[src/rtl/mem_arb_pkg.sv]
// Shared types and constants for the unified memory port arbiter.
// Holds the state encodings, owner codes and the round-robin pick.
package mem_arb_pkg;

    typedef enum logic [1:0] {
        ST_IDLE   = 2'd0,
        ST_ACCESS = 2'd1,
        ST_DONE   = 2'd2
    } state_t;

    localparam logic OWN_IF = 1'b0;
    localparam logic OWN_LS = 1'b1;

    // A lone requester wins; on a tie the side that did not go last wins.
    function automatic logic pick_winner(input logic req_if, input logic req_ls,
                                         input logic prev_owner);
        if (req_if && req_ls)
            return ~prev_owner;
        return req_ls ? OWN_LS : OWN_IF;
    endfunction

endpackage

[src/rtl/mux2_to_1.sv]
// Width-parameterised 2:1 steering mux used on the memory address/data paths.
module mux2_to_1 #(
    parameter int W = 32
) (
    input  logic         sel,
    input  logic [W-1:0] d0,
    input  logic [W-1:0] d1,
    output logic [W-1:0] y
);

    assign y = sel ? d1 : d0;

endmodule

[src/rtl/mem_port_arbiter.sv]
// Round-robin owner of the single memory port shared by fetch and load/store.
// Each transaction runs IDLE (grant) -> ACCESS (MEM_LAT cycles) -> DONE (rvalid).
module mem_port_arbiter
    import mem_arb_pkg::*;
#(
    parameter int MEM_LAT = 2,
    parameter int AW      = 32,
    parameter int DW      = 32
) (
    input  logic          clk,
    input  logic          reset,
    input  logic          if_req,
    input  logic [AW-1:0] if_addr,
    output logic          if_gnt,
    output logic          if_rvalid,
    input  logic          ls_req,
    input  logic          ls_we,
    input  logic [AW-1:0] ls_addr,
    input  logic [DW-1:0] ls_wdata,
    output logic          ls_gnt,
    output logic          ls_rvalid,
    output logic [DW-1:0] rdata,
    output logic          mem_req,
    output logic          mem_we,
    output logic [AW-1:0] mem_addr,
    output logic [DW-1:0] mem_wdata,
    input  logic [DW-1:0] mem_rdata,
    output logic          mem_sel
);

    localparam int CW = $clog2(MEM_LAT) + 1;

    state_t        state, state_nx;
    logic [CW-1:0] cnt;
    logic          owner, last_owner;
    logic [AW-1:0] addr_q;
    logic          we_q;
    logic [DW-1:0] wdata_q;
    logic [DW-1:0] rdata_q;

    logic          winner;
    logic          take;
    logic [AW-1:0] addr_mux;
    logic [DW-1:0] wdata_mux;

    assign winner = pick_winner(if_req, ls_req, last_owner);

    mux2_to_1 #(.W(AW)) u_addr_mux (
        .sel (winner),
        .d0  (if_addr),
        .d1  (ls_addr),
        .y   (addr_mux)
    );

    // Fetch never writes, so its data leg is tied to zero.
    mux2_to_1 #(.W(DW)) u_wdata_mux (
        .sel (winner),
        .d0  ({DW{1'b0}}),
        .d1  (ls_wdata),
        .y   (wdata_mux)
    );

    always_comb begin
        state_nx  = state;
        take      = 1'b0;
        if_gnt    = 1'b0;
        ls_gnt    = 1'b0;
        if_rvalid = 1'b0;
        ls_rvalid = 1'b0;
        mem_req   = 1'b0;
        case (state)
            ST_IDLE: begin
                // Reset masks grants so nothing is accepted in the reset cycle.
                take   = (if_req || ls_req) && !reset;
                if_gnt = take && (winner == OWN_IF);
                ls_gnt = take && (winner == OWN_LS);
                if (take)
                    state_nx = ST_ACCESS;
            end
            ST_ACCESS: begin
                mem_req = 1'b1;
                if (cnt == '0)
                    state_nx = ST_DONE;
            end
            ST_DONE: begin
                if_rvalid = (owner == OWN_IF);
                ls_rvalid = (owner == OWN_LS);
                state_nx  = ST_IDLE;
            end
            default: state_nx = ST_IDLE;
        endcase
    end

    always_ff @(posedge clk) begin
        if (reset) begin
            state      <= ST_IDLE;
            cnt        <= '0;
            owner      <= OWN_IF;
            last_owner <= OWN_LS;
            addr_q     <= '0;
            we_q       <= 1'b0;
            wdata_q    <= '0;
            rdata_q    <= '0;
        end else begin
            state <= state_nx;
            case (state)
                ST_IDLE: if (take) begin
                    owner   <= winner;
                    addr_q  <= addr_mux;
                    we_q    <= (winner == OWN_LS) && ls_we;
                    wdata_q <= wdata_mux;
                    cnt     <= CW'(MEM_LAT - 1);
                end
                ST_ACCESS: begin
                    if (cnt == '0)
                        rdata_q <= we_q ? '0 : mem_rdata;
                    else
                        cnt <= cnt - 1'b1;
                end
                ST_DONE: last_owner <= owner;
                default: ;
            endcase
        end
    end

    assign mem_we    = mem_req && we_q;
    assign mem_addr  = mem_req ? addr_q  : '0;
    assign mem_wdata = mem_req ? wdata_q : '0;
    assign mem_sel   = owner;
    assign rdata     = rdata_q;

endmodule

[config.mk]
export PLATFORM = sky130hd
export DESIGN_NAME = mem_port_arbiter
export DESIGN_NICKNAME = d
export VERILOG_FILES = /design/src/rtl/mem_arb_pkg.sv /design/src/rtl/mux2_to_1.sv /design/src/rtl/mem_port_arbiter.sv
export SDC_FILE = /design/constraint.sdc
export NUM_CORES = 1
export LEC_CHECK = 0
export CORE_MARGIN = 4
export CORE_UTILIZATION = 40
export DETAILED_ROUTE_END_ITERATION = 16
export PLACE_DENSITY = 0.8
export SYNTH_ARGS = -nofsm -noshare
export SYNTH_HDL_FRONTEND = slang
export SYNTH_SLANG_ARGS = --single-unit
[constraint.sdc]
create_clock -name clk -period 4.69 [get_ports clk]
set_clock_uncertainty 0.2 [all_clocks]
set_input_delay 0.938 -clock clk [delete_from_list [all_inputs] [get_ports clk]]
set_output_delay 0.938 -clock clk [all_outputs]
set_load 0.1 [all_outputs]
# --- Word level (Yosys, flattened, before mapping) ---
# Cells that the tools add are included.
classes:
  mux: 21
  bitwise_logic: 3
  n_addsub: 1
  reduce_logical: 15
  eq_ne: 6
ops:
  columns: ["cell", "n"]
  rows:
  - ["$mux 32", 5]
  - ["$mux 1", 10]
  - ["$mux 2", 4]
  - ["$ne 2x2->1 const B", 4]
  - ["$pmux 2 s2", 2]
  - ["$logic_and 1x1->1", 6]
  - ["$reduce_and 2->1", 3]
  - ["$logic_not 2->1", 2]
  - ["$not 1->1", 3]
  - ["$reduce_and 3->1", 1]
  - ["$eq 2x1->1 const B", 1]
  - ["$eq 2x2->1 const B", 1]
  - ["$reduce_bool 2->1", 1]
  - ["$sub 2x1->2 const B", 1]
  - ["$logic_not 1->1", 1]
  - ["$logic_or 1x1->1", 1]
totals:
  elab_cells: 54
  output_inout_bits: 103
  input_bits: 133
  reg_bits: 103

# --- Depth between registers and ports, before layout ---
logic_depth:
  ltp_word: 6
  ltp_mapped: 7

# --- Modules after synthesis ---
# A second synthesis with hierarchy kept.
unflattened:
  hier_cells: 545
  area_unflattened_um2: 5537.8
by_module_without_submodules:
  columns: ["mod", "area_per_inst_um2", "n_inst", "cells_per_inst", "seq_area_each_um2"]
  rows:
  - ["mem_port_arbiter", 4449.3, 1, 473, 2062.0]
  - ["mux2_to_1", 544.3, 2, 36, 0.0]

# --- Least setup slack after synthesis ---
# OpenSTA, ideal clock, no wires.
synth_timing:
  kind: "input port to output port"
  start: "in reset"
  end: "out if_gnt"
  arrival_time_ns: 2.951
  cell_stages: 6
  n_path_buf: 3
  required_ns: 3.552
  path_slack_ns: 0.601
  path_cell_list: "clkbuf_1 > nor3_2 > buf_2 > buf_2 > nand2_1 > nor2_1"
synth_between:
  elab_chain_cells: 4
synth_lines:
  columns: ["element", "line_no", "source"]
  rows:
  - ["start, declared", "mem_port_arbiter.sv:11", "input logic reset,"]
  - ["$logic_not 1->1", "mem_port_arbiter.sv:74", "take = (if_req || ls_req) && !reset;"]
  - ["$logic_and 1x1->1", "mem_port_arbiter.sv:74", null]
  - ["$logic_and 1x1->1", "mem_port_arbiter.sv:75", "if_gnt = take && (winner == OWN_IF);"]
  - ["$mux 1", "mem_port_arbiter.sv:71", "case (state)"]
  - ["end, declared", "mem_port_arbiter.sv:14", "output logic if_gnt,"]
# No other way between the ends.

# --- Worst setup path in the final report ---
layout_timing:
  start: "reg state[0]"
  end: "out mem_wdata[29]"
layout_between:
  elab_chain_cells: 3
layout_lines:
  columns: ["element", "line_no", "source"]
  rows:
  - ["start, declared", "mem_port_arbiter.sv:33", "state_t state, state_nx;"]
  - ["start signal, assigned", "mem_port_arbiter.sv:105", "state <= state_nx;"]
  - ["$eq 2x1->1", "mem_port_arbiter.sv:71", null]
  - ["$mux 1", "mem_port_arbiter.sv:71", null]
  - ["$mux 32", "mem_port_arbiter.sv:128", "assign mem_wdata = mem_req ? wdata_q : '0;"]
  - ["end, declared", "mem_port_arbiter.sv:26", "output logic [DW-1:0] mem_wdata,"]
# No other way between the ends.

==> metrics.yaml <==
postCtsResizedCells: 0
cts_buffer_depth: 2
ant_nets: 0
fmax_mhz: 258
synth_ff_type: "dfxtp_1"
hold_viol: 0
cp_max_fo: 30
worstSetupStartpointType: "flip-flop"
fin_crit_sh: 0.825
grt_max_degree: 106
setup_violations: 0
finalNetCount: 911
power_density_nw_per_um2: 308
arrival_ns: 2.73
area_delta_synth_final_pct: 53.1
finalSetupTns_ns: 0
ios: 236
critPathCaptureType: "primary output"
syn_inst: 588
cts.sinks: 103
grt_pass1_wl_um: 23600
grt_pass1_vias: 4962
postCtsSetupRepairBufs: 0
place_hpwl_um: 10800
drive_above_1_share: 0.109
diodes: 0
cts_hold_buf: 0
cts-root-buf: "clkbuf_16"
core_region_area_um2: 11500
gp_congestion: 0.846
htree_levels: 3
design.die.area_um2: 13600
numCtsBuffers: 9
outcome: "finished clean"
fp-row-count: 39
clk_pin_slew_ns: 0.07
clk-insertion-delay-late_ns: 0.33
gr-total-overflow: 0
drc: 0
cp.required_ns: 3.55
synth_async_sr_flop_share: 0
fp.dieW_um: 116
rsz0062_at_grt: "false"
yosys_warnings: 0
viasPerCell: 5.41
vdd_drop_max_mv: 0.143
synth_seq_cells: 103
initial_core_util: 0.410
r2r_setup_slack_ns: 2.39
slew_headroom: 0.157
chipHeight_um: 116
maxCapViolCount: 0
final_core_util: 0.628
wl_per_cell_um: 16.3
ys_types: 32
wl_um: 15100
hp-class: "reg2reg"
avgSynthCellArea_um2: 7.99
io_buffers: 235
cts_tree: "done"
first_iter_violations: 344
synth_fp_nets: 722
p_leak_nw: 2.65
maxSlewViolCount: 0
vias: 5002
syn_area_um2: 4700
antenna_found_initial: 0
ys_seq_area_frac: 0.439
finalCriticalPeriod_ns: 3.87
worst_pin_slew_ns: 1.26
path_class: "reg2out"
grt_usage: 0.213
synth_edf_count: 0
dr.pass1.iters: 5
==> routing by layer <==
metal  vias up  wire length, µm  track usage
met5         -                0            0
met4         0              175       0.0572
met3        16             1560       0.0528
met2       245             7100        0.356
met1      2307             6270        0.276
li1       2434                -            -
==> report_power, final <==
group / switching, W / internal (W)
logic: 0.000364 / 0.000204
registers: 0.0000286 / 0.000925
clock network: 0.000320 / 0.000377
total: 0.000712 / 0.00151
==> sequential cells by signal, summed over array words and instances (netlist names) <==
| name | cells |
|---|---|
| wdata_q | 32 |
| state | 2 |
| addr_q | 32 |
| cnt | 2 |
| mem_sel | 1 |
| last_owner | 1 |
| rdata | 32 |
| we_q | 1 |
==> cells in the mapped netlist (2+ instances only) <==
cell type | n | area share
buf_4 | 3 | 0.0048
o21ai_1 | 9 | 0.0096
nand4_1 | 33 | 0.044
buf_2 | 23 | 0.024
a21oi_1 | 101 | 0.11
a311oi_1 | 32 | 0.060
and2_1 | 65 | 0.087
nor2_1 | 4 | 0.0032
dfxtp_1 | 103 | 0.44
nand2_1 | 97 | 0.077
nand3b_1 | 33 | 0.053
inv_1 | 4 | 0.0032
clkbuf_1 | 37 | 0.030
nand2b_1 | 2 | 0.0027
o21ai_0 | 25 | 0.027
==> worst max-delay path, cell delays in order (launching register included) <==
cell and delay, ns:
dfxtp_1 0.48, nor2b_4 0.56, and2_1 0.22, clkdlybuf4s50_1 1.13
==> final cells by class <==
| class | instances | area [µm²] |
|---|---|---|
| inverters | 4 | 15.0 |
| fillers | 973 | 4270 |
| multi-input cells | 417 | 2360 |
| clock inverters | 6 | 43.8 |
| clock buffers | 10 | 239 |
| repair buffers | 242 | 2290 |
| well taps | 143 | 179 |
| flip-flops and latches | 103 | 2060 |
==> cell families (layout without fill, tap and decap cells) <==
family,after synthesis,count (layout),synth area share
AO/OA/AOI/OAI,172,172,0.213
AND/OR/NAND/NOR,244,244,0.283
flip-flops,103,103,0.439
buffers and inverters,68,262,0.0628
adder cells (fa/ha/maj),1,1,0.00266
==> per-stage QoR <==
step | cell area [µm²] | std cells | hold WS (ns) | worst slack (ns) | power (W)
after global placement | 6920 | 909 | 0.240 | 1.07 | 0.00153
final | 7200 | 925 | 0.256 | 0.821 | 0.00222
after floorplan | 4700 | 588 | 0.245 | 0.601 | 0.00133
after global routing | 7200 | 925 | 0.275 | 0.662 | 0.00231
after detailed placement | 6920 | 909 | 0.248 | 1.03 | 0.00154
after CTS | 7200 | 925 | 0.257 | 0.777 | 0.00224
==> final timing paths <==
path	startpoint	endpoint	cells after the start
min	rdata[12]	rdata[12]	2
max reg2reg	cnt[0]	rdata[2]	5
max	state[0]	mem_wdata[29]	3
min reg2reg	rdata[12]	rdata[12]	2
==> layout by cell type (no fill, tap or decap), types with 2 or more instances in the layout <==
master / instances
buf_12: 2
clkinv_2: 2
nand2_1: 97
nand2b_1: 2
nand4_1: 33
o21ai_0: 25
nand3b_1: 33
nor2_1: 4
inv_1: 4
clkbuf_16: 9
buf_4: 59
a311oi_1: 32
a21oi_1: 101
o21ai_1: 9
inv_6: 2
and2_1: 65
dfxtp_1: 103
clkdlybuf4s50_1: 181
Power figures use the tool's default switching activity.
